[src/rtl/pipe_pkg.sv]
// Shared types for the pipeline hazard controller: forwarding selects,
// per-stage destination metadata and the x0 index.
package pipe_pkg;

  // Widest register index the stage metadata can carry; narrower indices are zero-extended.
  localparam int RD_MAX_W = 8;
  localparam logic [RD_MAX_W-1:0] X0_IDX = '0;

  typedef enum logic [1:0] {
    FWD_REG = 2'b00,
    FWD_WB  = 2'b01,
    FWD_MEM = 2'b10
  } fwd_sel_t;

  typedef enum logic [1:0] {
    MODE_ADV,
    MODE_STALL,
    MODE_FLUSH,
    MODE_FREEZE
  } pipe_mode_t;

  typedef struct packed {
    logic                valid;
    logic [RD_MAX_W-1:0] rd;
    logic                reg_write;
    logic                mem_read;
  } stage_meta_t;

  // A live writer of a non-x0 register that equals the source being checked.
  function automatic logic stage_match(input logic                valid,
                                       input logic                reg_write,
                                       input logic [RD_MAX_W-1:0] rd,
                                       input logic [RD_MAX_W-1:0] src);
    return valid && reg_write && (rd != X0_IDX) && (rd == src);
  endfunction

endpackage

[src/rtl/pipe_hazard_ctrl_if.sv]
// Bundle between the datapath (master) and the hazard controller (slave).
interface pipe_hazard_ctrl_if #(
  parameter int REG_ADDR_WIDTH = 5,
  parameter int CNT_WIDTH      = 16
);
  logic [REG_ADDR_WIDTH-1:0] id_rs1;
  logic [REG_ADDR_WIDTH-1:0] id_rs2;
  logic                      id_use_rs1;
  logic                      id_use_rs2;
  logic [REG_ADDR_WIDTH-1:0] id_rd;
  logic                      id_reg_write;
  logic                      id_mem_read;
  logic                      ex_redirect;
  logic                      dmem_busy;
  logic                      pc_en;
  logic                      ifid_en;
  logic                      id_valid;
  logic                      ex_valid;
  logic                      mem_valid;
  logic                      wb_valid;
  logic [1:0]                fwd_a;
  logic [1:0]                fwd_b;
  logic [CNT_WIDTH-1:0]      stall_cnt;
  logic [CNT_WIDTH-1:0]      flush_cnt;

  modport master (
    output id_rs1, id_rs2, id_use_rs1, id_use_rs2, id_rd, id_reg_write, id_mem_read,
           ex_redirect, dmem_busy,
    input  pc_en, ifid_en, id_valid, ex_valid, mem_valid, wb_valid, fwd_a, fwd_b,
           stall_cnt, flush_cnt
  );

  modport slave (
    input  id_rs1, id_rs2, id_use_rs1, id_use_rs2, id_rd, id_reg_write, id_mem_read,
           ex_redirect, dmem_busy,
    output pc_en, ifid_en, id_valid, ex_valid, mem_valid, wb_valid, fwd_a, fwd_b,
           stall_cnt, flush_cnt
  );
endinterface

[src/rtl/pipe_hazard_ctrl_sat_counter.sv]
// Saturating up-counter with asynchronous active-low clear.
module sat_counter #(
  parameter int WIDTH = 16
) (
  input  logic             clk,
  input  logic             rst,
  input  logic             inc,
  output logic [WIDTH-1:0] count
);
  logic [WIDTH-1:0] count_reg;

  always_ff @(posedge clk or negedge rst) begin
    if (!rst) begin
      count_reg <= '0;
    end else if (inc && (count_reg != {WIDTH{1'b1}})) begin
      count_reg <= count_reg + 1'b1;
    end
  end

  assign count = count_reg;
endmodule

[src/rtl/pipe_hazard_ctrl.sv]
// Stall / flush / forwarding control for the 5-stage pipeline; tracks
// per-stage valid and destination metadata beside the datapath registers.
module pipe_hazard_ctrl
  import pipe_pkg::*;
#(
  parameter int REG_ADDR_WIDTH = 5,
  parameter bit FWD_EN         = 1'b1,
  parameter int CNT_WIDTH      = 16
) (
  input logic               clk,
  input logic               rst,
  pipe_hazard_ctrl_if.slave bus
);
  logic                id_valid_reg, id_valid_next;
  stage_meta_t         ex_meta_reg, ex_meta_next;
  stage_meta_t         mem_meta_reg, mem_meta_next;
  stage_meta_t         wb_meta_reg, wb_meta_next;
  logic [RD_MAX_W-1:0] ex_rs1_reg, ex_rs1_next;
  logic [RD_MAX_W-1:0] ex_rs2_reg, ex_rs2_next;
  logic                ex_use_rs1_reg, ex_use_rs1_next;
  logic                ex_use_rs2_reg, ex_use_rs2_next;

  logic [RD_MAX_W-1:0] id_src [2];
  logic                id_use [2];
  logic [RD_MAX_W-1:0] ex_src [2];
  logic                ex_use [2];
  logic [1:0]          ex_hit;
  logic [1:0]          mem_hit;
  logic                hazard_stall;
  logic                redirect;
  pipe_mode_t          mode;

  assign id_src[0] = RD_MAX_W'(bus.id_rs1);
  assign id_src[1] = RD_MAX_W'(bus.id_rs2);
  assign id_use[0] = bus.id_use_rs1;
  assign id_use[1] = bus.id_use_rs2;
  assign ex_src[0] = ex_rs1_reg;
  assign ex_src[1] = ex_rs2_reg;
  assign ex_use[0] = ex_use_rs1_reg;
  assign ex_use[1] = ex_use_rs2_reg;

  genvar gi;
  generate
    for (gi = 0; gi < 2; gi++) begin : g_src
      assign ex_hit[gi]  = id_use[gi] && stage_match(ex_meta_reg.valid, ex_meta_reg.reg_write,
                                                     ex_meta_reg.rd, id_src[gi]);
      assign mem_hit[gi] = id_use[gi] && stage_match(mem_meta_reg.valid, mem_meta_reg.reg_write,
                                                     mem_meta_reg.rd, id_src[gi]);
    end
  endgenerate

  // Without forwarding every in-flight producer blocks; WB is safe since the regfile writes first.
  assign hazard_stall = id_valid_reg &&
                        (FWD_EN ? (ex_meta_reg.mem_read && (|ex_hit))
                                : ((|ex_hit) || (|mem_hit)));
  assign redirect     = bus.ex_redirect && ex_meta_reg.valid;

  always_comb begin
    mode = MODE_ADV;
    if (bus.dmem_busy) begin
      mode = MODE_FREEZE;
    end else if (redirect) begin
      mode = MODE_FLUSH;
    end else if (hazard_stall) begin
      mode = MODE_STALL;
    end
  end

  always_comb begin
    id_valid_next   = id_valid_reg;
    ex_meta_next    = ex_meta_reg;
    mem_meta_next   = mem_meta_reg;
    wb_meta_next    = wb_meta_reg;
    ex_rs1_next     = ex_rs1_reg;
    ex_rs2_next     = ex_rs2_reg;
    ex_use_rs1_next = ex_use_rs1_reg;
    ex_use_rs2_next = ex_use_rs2_reg;
    case (mode)
      MODE_ADV: begin
        id_valid_next   = 1'b1;
        ex_meta_next    = '{valid:     id_valid_reg,
                            rd:        RD_MAX_W'(bus.id_rd),
                            reg_write: bus.id_reg_write,
                            mem_read:  bus.id_mem_read};
        ex_rs1_next     = id_src[0];
        ex_rs2_next     = id_src[1];
        ex_use_rs1_next = bus.id_use_rs1;
        ex_use_rs2_next = bus.id_use_rs2;
        mem_meta_next   = ex_meta_reg;
        wb_meta_next    = mem_meta_reg;
      end
      MODE_STALL, MODE_FLUSH: begin
        // Both insert a bubble into EX; only a flush also squashes the wrong-path fetch.
        id_valid_next   = (mode == MODE_STALL) ? id_valid_reg : 1'b0;
        ex_meta_next    = '0;
        ex_rs1_next     = '0;
        ex_rs2_next     = '0;
        ex_use_rs1_next = 1'b0;
        ex_use_rs2_next = 1'b0;
        mem_meta_next   = ex_meta_reg;
        wb_meta_next    = mem_meta_reg;
      end
      default: ;
    endcase
  end

  always_ff @(posedge clk or negedge rst) begin
    if (!rst) begin
      id_valid_reg   <= 1'b0;
      ex_meta_reg    <= '0;
      mem_meta_reg   <= '0;
      wb_meta_reg    <= '0;
      ex_rs1_reg     <= '0;
      ex_rs2_reg     <= '0;
      ex_use_rs1_reg <= 1'b0;
      ex_use_rs2_reg <= 1'b0;
    end else begin
      id_valid_reg   <= id_valid_next;
      ex_meta_reg    <= ex_meta_next;
      mem_meta_reg   <= mem_meta_next;
      wb_meta_reg    <= wb_meta_next;
      ex_rs1_reg     <= ex_rs1_next;
      ex_rs2_reg     <= ex_rs2_next;
      ex_use_rs1_reg <= ex_use_rs1_next;
      ex_use_rs2_reg <= ex_use_rs2_next;
    end
  end

  generate
    for (gi = 0; gi < 2; gi++) begin : g_fwd
      fwd_sel_t sel;
      always_comb begin
        sel = FWD_REG;
        if (FWD_EN && ex_use[gi]) begin
          if (stage_match(mem_meta_reg.valid, mem_meta_reg.reg_write, mem_meta_reg.rd, ex_src[gi])) begin
            sel = FWD_MEM;
          end else if (stage_match(wb_meta_reg.valid, wb_meta_reg.reg_write, wb_meta_reg.rd, ex_src[gi])) begin
            sel = FWD_WB;
          end
        end
      end
    end
  endgenerate

  assign bus.fwd_a     = g_fwd[0].sel;
  assign bus.fwd_b     = g_fwd[1].sel;
  assign bus.pc_en     = (mode == MODE_ADV) || (mode == MODE_FLUSH);
  assign bus.ifid_en   = (mode == MODE_ADV) || (mode == MODE_FLUSH);
  assign bus.id_valid  = id_valid_reg;
  assign bus.ex_valid  = ex_meta_reg.valid;
  assign bus.mem_valid = mem_meta_reg.valid;
  assign bus.wb_valid  = wb_meta_reg.valid;

  // Load flags are only consulted in EX; later copies just ride along.
  logic unused_meta;
  assign unused_meta = &{1'b0, mem_meta_reg.mem_read, wb_meta_reg.mem_read};

  sat_counter #(.WIDTH(CNT_WIDTH)) u_stall_cnt (
    .clk   (clk),
    .rst   (rst),
    .inc   ((mode == MODE_FREEZE) || (mode == MODE_STALL)),
    .count (bus.stall_cnt)
  );

  sat_counter #(.WIDTH(CNT_WIDTH)) u_flush_cnt (
    .clk   (clk),
    .rst   (rst),
    .inc   (mode == MODE_FLUSH),
    .count (bus.flush_cnt)
  );
endmodule

[src/flat_wrapper.sv]
// flat-port wrapper written by rule: the top's interface ports become plain ports
module pipe_hazard_ctrl_flat import pipe_pkg::*;
#(
  parameter int REG_ADDR_WIDTH = 5,
  parameter bit FWD_EN         = 1'b1,
  parameter int CNT_WIDTH      = 16
)
  (clk, rst, bus_id_rs1, bus_id_rs2, bus_id_use_rs1, bus_id_use_rs2, bus_id_rd, bus_id_reg_write, bus_id_mem_read, bus_ex_redirect, bus_dmem_busy, bus_pc_en, bus_ifid_en, bus_id_valid, bus_ex_valid, bus_mem_valid, bus_wb_valid, bus_fwd_a, bus_fwd_b, bus_stall_cnt, bus_flush_cnt);
  pipe_hazard_ctrl_if #(.REG_ADDR_WIDTH(REG_ADDR_WIDTH), .CNT_WIDTH(CNT_WIDTH)) bus_i ();
  input logic clk;
  input logic rst;
  input wire logic [$bits(bus_i.id_rs1)-1:0] bus_id_rs1;
  input wire logic [$bits(bus_i.id_rs2)-1:0] bus_id_rs2;
  input wire logic [$bits(bus_i.id_use_rs1)-1:0] bus_id_use_rs1;
  input wire logic [$bits(bus_i.id_use_rs2)-1:0] bus_id_use_rs2;
  input wire logic [$bits(bus_i.id_rd)-1:0] bus_id_rd;
  input wire logic [$bits(bus_i.id_reg_write)-1:0] bus_id_reg_write;
  input wire logic [$bits(bus_i.id_mem_read)-1:0] bus_id_mem_read;
  input wire logic [$bits(bus_i.ex_redirect)-1:0] bus_ex_redirect;
  input wire logic [$bits(bus_i.dmem_busy)-1:0] bus_dmem_busy;
  output wire logic [$bits(bus_i.pc_en)-1:0] bus_pc_en;
  output wire logic [$bits(bus_i.ifid_en)-1:0] bus_ifid_en;
  output wire logic [$bits(bus_i.id_valid)-1:0] bus_id_valid;
  output wire logic [$bits(bus_i.ex_valid)-1:0] bus_ex_valid;
  output wire logic [$bits(bus_i.mem_valid)-1:0] bus_mem_valid;
  output wire logic [$bits(bus_i.wb_valid)-1:0] bus_wb_valid;
  output wire logic [$bits(bus_i.fwd_a)-1:0] bus_fwd_a;
  output wire logic [$bits(bus_i.fwd_b)-1:0] bus_fwd_b;
  output wire logic [$bits(bus_i.stall_cnt)-1:0] bus_stall_cnt;
  output wire logic [$bits(bus_i.flush_cnt)-1:0] bus_flush_cnt;
  assign bus_i.id_rs1 = bus_id_rs1;
  assign bus_i.id_rs2 = bus_id_rs2;
  assign bus_i.id_use_rs1 = bus_id_use_rs1;
  assign bus_i.id_use_rs2 = bus_id_use_rs2;
  assign bus_i.id_rd = bus_id_rd;
  assign bus_i.id_reg_write = bus_id_reg_write;
  assign bus_i.id_mem_read = bus_id_mem_read;
  assign bus_i.ex_redirect = bus_ex_redirect;
  assign bus_i.dmem_busy = bus_dmem_busy;
  assign bus_pc_en = bus_i.pc_en;
  assign bus_ifid_en = bus_i.ifid_en;
  assign bus_id_valid = bus_i.id_valid;
  assign bus_ex_valid = bus_i.ex_valid;
  assign bus_mem_valid = bus_i.mem_valid;
  assign bus_wb_valid = bus_i.wb_valid;
  assign bus_fwd_a = bus_i.fwd_a;
  assign bus_fwd_b = bus_i.fwd_b;
  assign bus_stall_cnt = bus_i.stall_cnt;
  assign bus_flush_cnt = bus_i.flush_cnt;
  pipe_hazard_ctrl #(.REG_ADDR_WIDTH(REG_ADDR_WIDTH), .FWD_EN(FWD_EN), .CNT_WIDTH(CNT_WIDTH)) u_core (.clk(clk), .rst(rst), .bus(bus_i));
endmodule
[config.mk]
export PLATFORM = sky130hd
export DESIGN_NAME = pipe_hazard_ctrl_flat
export DESIGN_NICKNAME = d
export VERILOG_FILES = /design/src/rtl/pipe_pkg.sv /design/src/rtl/pipe_hazard_ctrl_if.sv /design/src/rtl/pipe_hazard_ctrl_sat_counter.sv /design/src/rtl/pipe_hazard_ctrl.sv /design/src/flat_wrapper.sv
export SDC_FILE = /design/constraint.sdc
export NUM_CORES = 1
export LEC_CHECK = 0
export BUFFER_PORTS_ARGS = -buffer_cell sky130_fd_sc_hd__buf_4
export CORE_UTILIZATION = 46
export DETAILED_ROUTE_END_ITERATION = 7
export PLACE_DENSITY_LB_ADDON = 0.08
export SLEW_MARGIN = 25
export SYNTH_ARGS = -nofsm -noshare
export SYNTH_HDL_FRONTEND = slang
export SYNTH_SLANG_ARGS = --single-unit
[constraint.sdc]
create_clock -name clk -period 5.58 [get_ports clk]
set_input_delay 0.279 -clock clk [delete_from_list [all_inputs] [get_ports clk]]
set_output_delay 0.279 -clock clk [all_outputs]
set_load 0.05 [all_outputs]
==> qor.csv <==
metric;value;unit
status;finished, final reports clean;
ys_warn_count;0;
postRouteAntennaNets;0;
num_io_pins;65;
dieArea;7577;sq um
wl;7.097;mm
cp.required;5.80;ns
max_cap_viol_count;0;
rsz0062_at_grt;false;
arrival;3.34;ns
r2r-start;u_core.ex_meta_reg[3];
syn_to_final_growth;22.83;%
fmax;0.3205;GHz
synth_seq_area_share;0.5039;
cts_tree;done;
grt_pass1_wl;11.68;mm
post-dp-hpwl;5.091;mm
reg2reg_depth;7;
post-route-min-period;3.120;ns
antenna_found_initial;0;
cts.clk_slew.worst_paths;0.07;ns
hp-class;primary input to asynchronous set/reset pin;
pwr_density_cell;390.0;nW/um^2
p_leak;1.869;nW
slew_viol_final;0;
syn_inst;311;
mostFrequentLayoutCells;dfrtp_1 (67), buf_4 (65), nand2_1 (38);
syn_nets;338;
grt_max_degree;68;
first_pass_iters;4;
worst_pin_slew;0.8741;ns
gp_congestion;0.8220;
port_buffers;64;
power;1.594;mW
htreeDepth;3;
vias_per_cell;5.086;
path_class;flop to flop;
core_area;6907;sq um
synth-seq-cells;67;
reg2reg_to;u_core.wb_meta_reg[6];
instances_no_fill;477;
crit_fanout;29;
relSlewSlack;0.4172;
startpoint_type;flop;
grt.total_usage;0.2051;
grt_pass1_vias;2362;
layout-drive-gt1-share;0.2703;
min_period_over_period;0.5592;
wl_per_cell;14.88;microns
synth.distinct_cells;37;
post_cts_buffers;0;
hold_violations;0;
cts_hold_buffers;0;
dieWidth;87.05;microns
ctsResizeCount;0;
finalCoreUtilization;0.5917;
tns;0;ns
critPathCaptureType;flop;
clockBufferDepth;2;
reg2reg_slack;2.46;ns
dpl.cell_count;462;
clk_latency;0.34;ns
drc_errors;0;
cts_made_buffers;9;
ir_drop;0.3699;mV
layout_commonest_cell;dfrtp_1;
synth.avg_cell_area;10.70;sq um
cts_root_buffer;clkbuf_8;
die_y;87.05;microns
num_rows;30;
vias;2426;
grt-ovfl-total;0;
clock_skew;0.009480;ns
drt_iter0_markers;71;
start_util;0.4817;
cts.sinks;67;
antenna-diode-count;0;
finalSetupViolations;0;
nets;404;
holdWs;0.03798;ns
synth_area;3327;sq um
[where the power goes]
part | internal, mW | total (mW) | switching, mW
registers | 0.570 | 0.680 | 0.110
logic | 0.191 | 0.510 | 0.319
clock network | 0.228 | 0.403 | 0.175
total | 0.990 | 1.59 | 0.604
[cells by family (layout without fill, tap and decap cells)]
logic type | count (synthesis) | in the layout | synth area share
multiplexers | 17 | 17 | 0.05754
adder cells (fa/ha/maj) | 4 | 4 | 0.01504
AND/OR/NAND/NOR | 123 | 123 | 0.1993
buffers and inverters | 12 | 82 | 0.01504
XOR/XNOR | 57 | 57 | 0.1523
AO/OA/AOI/OAI | 31 | 31 | 0.05679
flip-flops | 67 | 67 | 0.5039
[per-stage QoR]
stage	cell area, sq um	setup slack, ns
2_1_floorplan	3327	2.932
3_3_place_gp	3892	2.478
3_5_place_dp	3892	2.463
4_1_cts	4086	2.456
5_1_grt	4086	2.164
6_report	4086	2.460
[synth_stat cells]
master | number | area [sq um]
a21bo_2 | 1 | 10.01
a21o_1 | 1 | 7.510
a21oi_1 | 2 | 10.01
a32oi_1 | 1 | 8.760
and2_1 | 4 | 25.02
and3_1 | 3 | 18.77
and4_1 | 2 | 17.52
buf_1 | 2 | 7.510
buf_2 | 1 | 5.000
buf_4 | 1 | 7.510
clkbuf_1 | 6 | 22.52
dfrtp_1 | 67 | 1677
ha_1 | 4 | 50.05
inv_1 | 1 | 3.750
inv_2 | 1 | 3.750
mux2_2 | 17 | 191.4
nand2_1 | 38 | 142.6
nand2b_1 | 21 | 131.4
nand3_1 | 12 | 60.06
nand4_1 | 14 | 87.58
nand4b_1 | 1 | 8.760
nor2_1 | 7 | 26.28
nor3_1 | 7 | 35.03
nor3_2 | 2 | 20.02
nor4_1 | 6 | 37.54
nor4_2 | 1 | 12.51
o2111ai_1 | 1 | 8.760
o211ai_1 | 2 | 15.01
o21ai_0 | 21 | 105.1
o21ai_1 | 1 | 5.000
o21bai_4 | 1 | 18.77
or3_1 | 1 | 6.260
or4_1 | 3 | 22.52
or4_4 | 1 | 11.26
xnor2_1 | 30 | 262.8
xnor2_2 | 1 | 16.27
xor2_1 | 26 | 227.7
[critical path, cell delays in order (launching register included)]
cell	delay, ns
dfrtp_1	0.45
xor2_1	0.20
nor4_2	0.25
a32oi_1	0.17
o21bai_4	0.35
ha_1	0.80
buf_4	0.40
mux2_2	0.36
[worst max path at each step]
stage,start,to,slack [ns],cells after the start
after floorplan,u_core.bus.ex_valid,u_core.bus.wb_valid,2.93,9
final,u_core.ex_meta_reg[3],u_core.wb_meta_reg[6],2.46,7
after detailed placement,u_core.ex_meta_reg[3],u_core.wb_meta_reg[1],2.46,7
after global routing,u_core.ex_meta_reg[3],u_core.wb_meta_reg[5],2.16,7
after CTS,u_core.ex_meta_reg[3],u_core.mem_meta_reg[6],2.46,7
after global placement,u_core.ex_meta_reg[6],u_core.mem_meta_reg[3],2.48,7
[metal layers]
| metal | global-route usage | part of all wire | wire (microns) | vias to the layer above |
|---|---|---|---|---|
| li1 | - | - | - | 1205 |
| met1 | 0.2606 | 0.46 | 3244 | 1145 |
| met2 | 0.3343 | 0.48 | 3391 | 63 |
| met3 | 0.04171 | 0.044 | 312 | 13 |
| met4 | 0.1000 | 0.021 | 149 | 0 |
| met5 | 0 | 0 | 0 | - |
[cell type report]
type                       instances  area [sq um]
clock buffer                      13         158.9
clock inverter                     2         35.03
fill                             645          2820
inverter                           2         7.507
multi-input combinational        232          1600
sequential                        67          1677
tap                               96         120.1
timing repair buffer              65         488.0
Power figures use the tool's default switching activity.
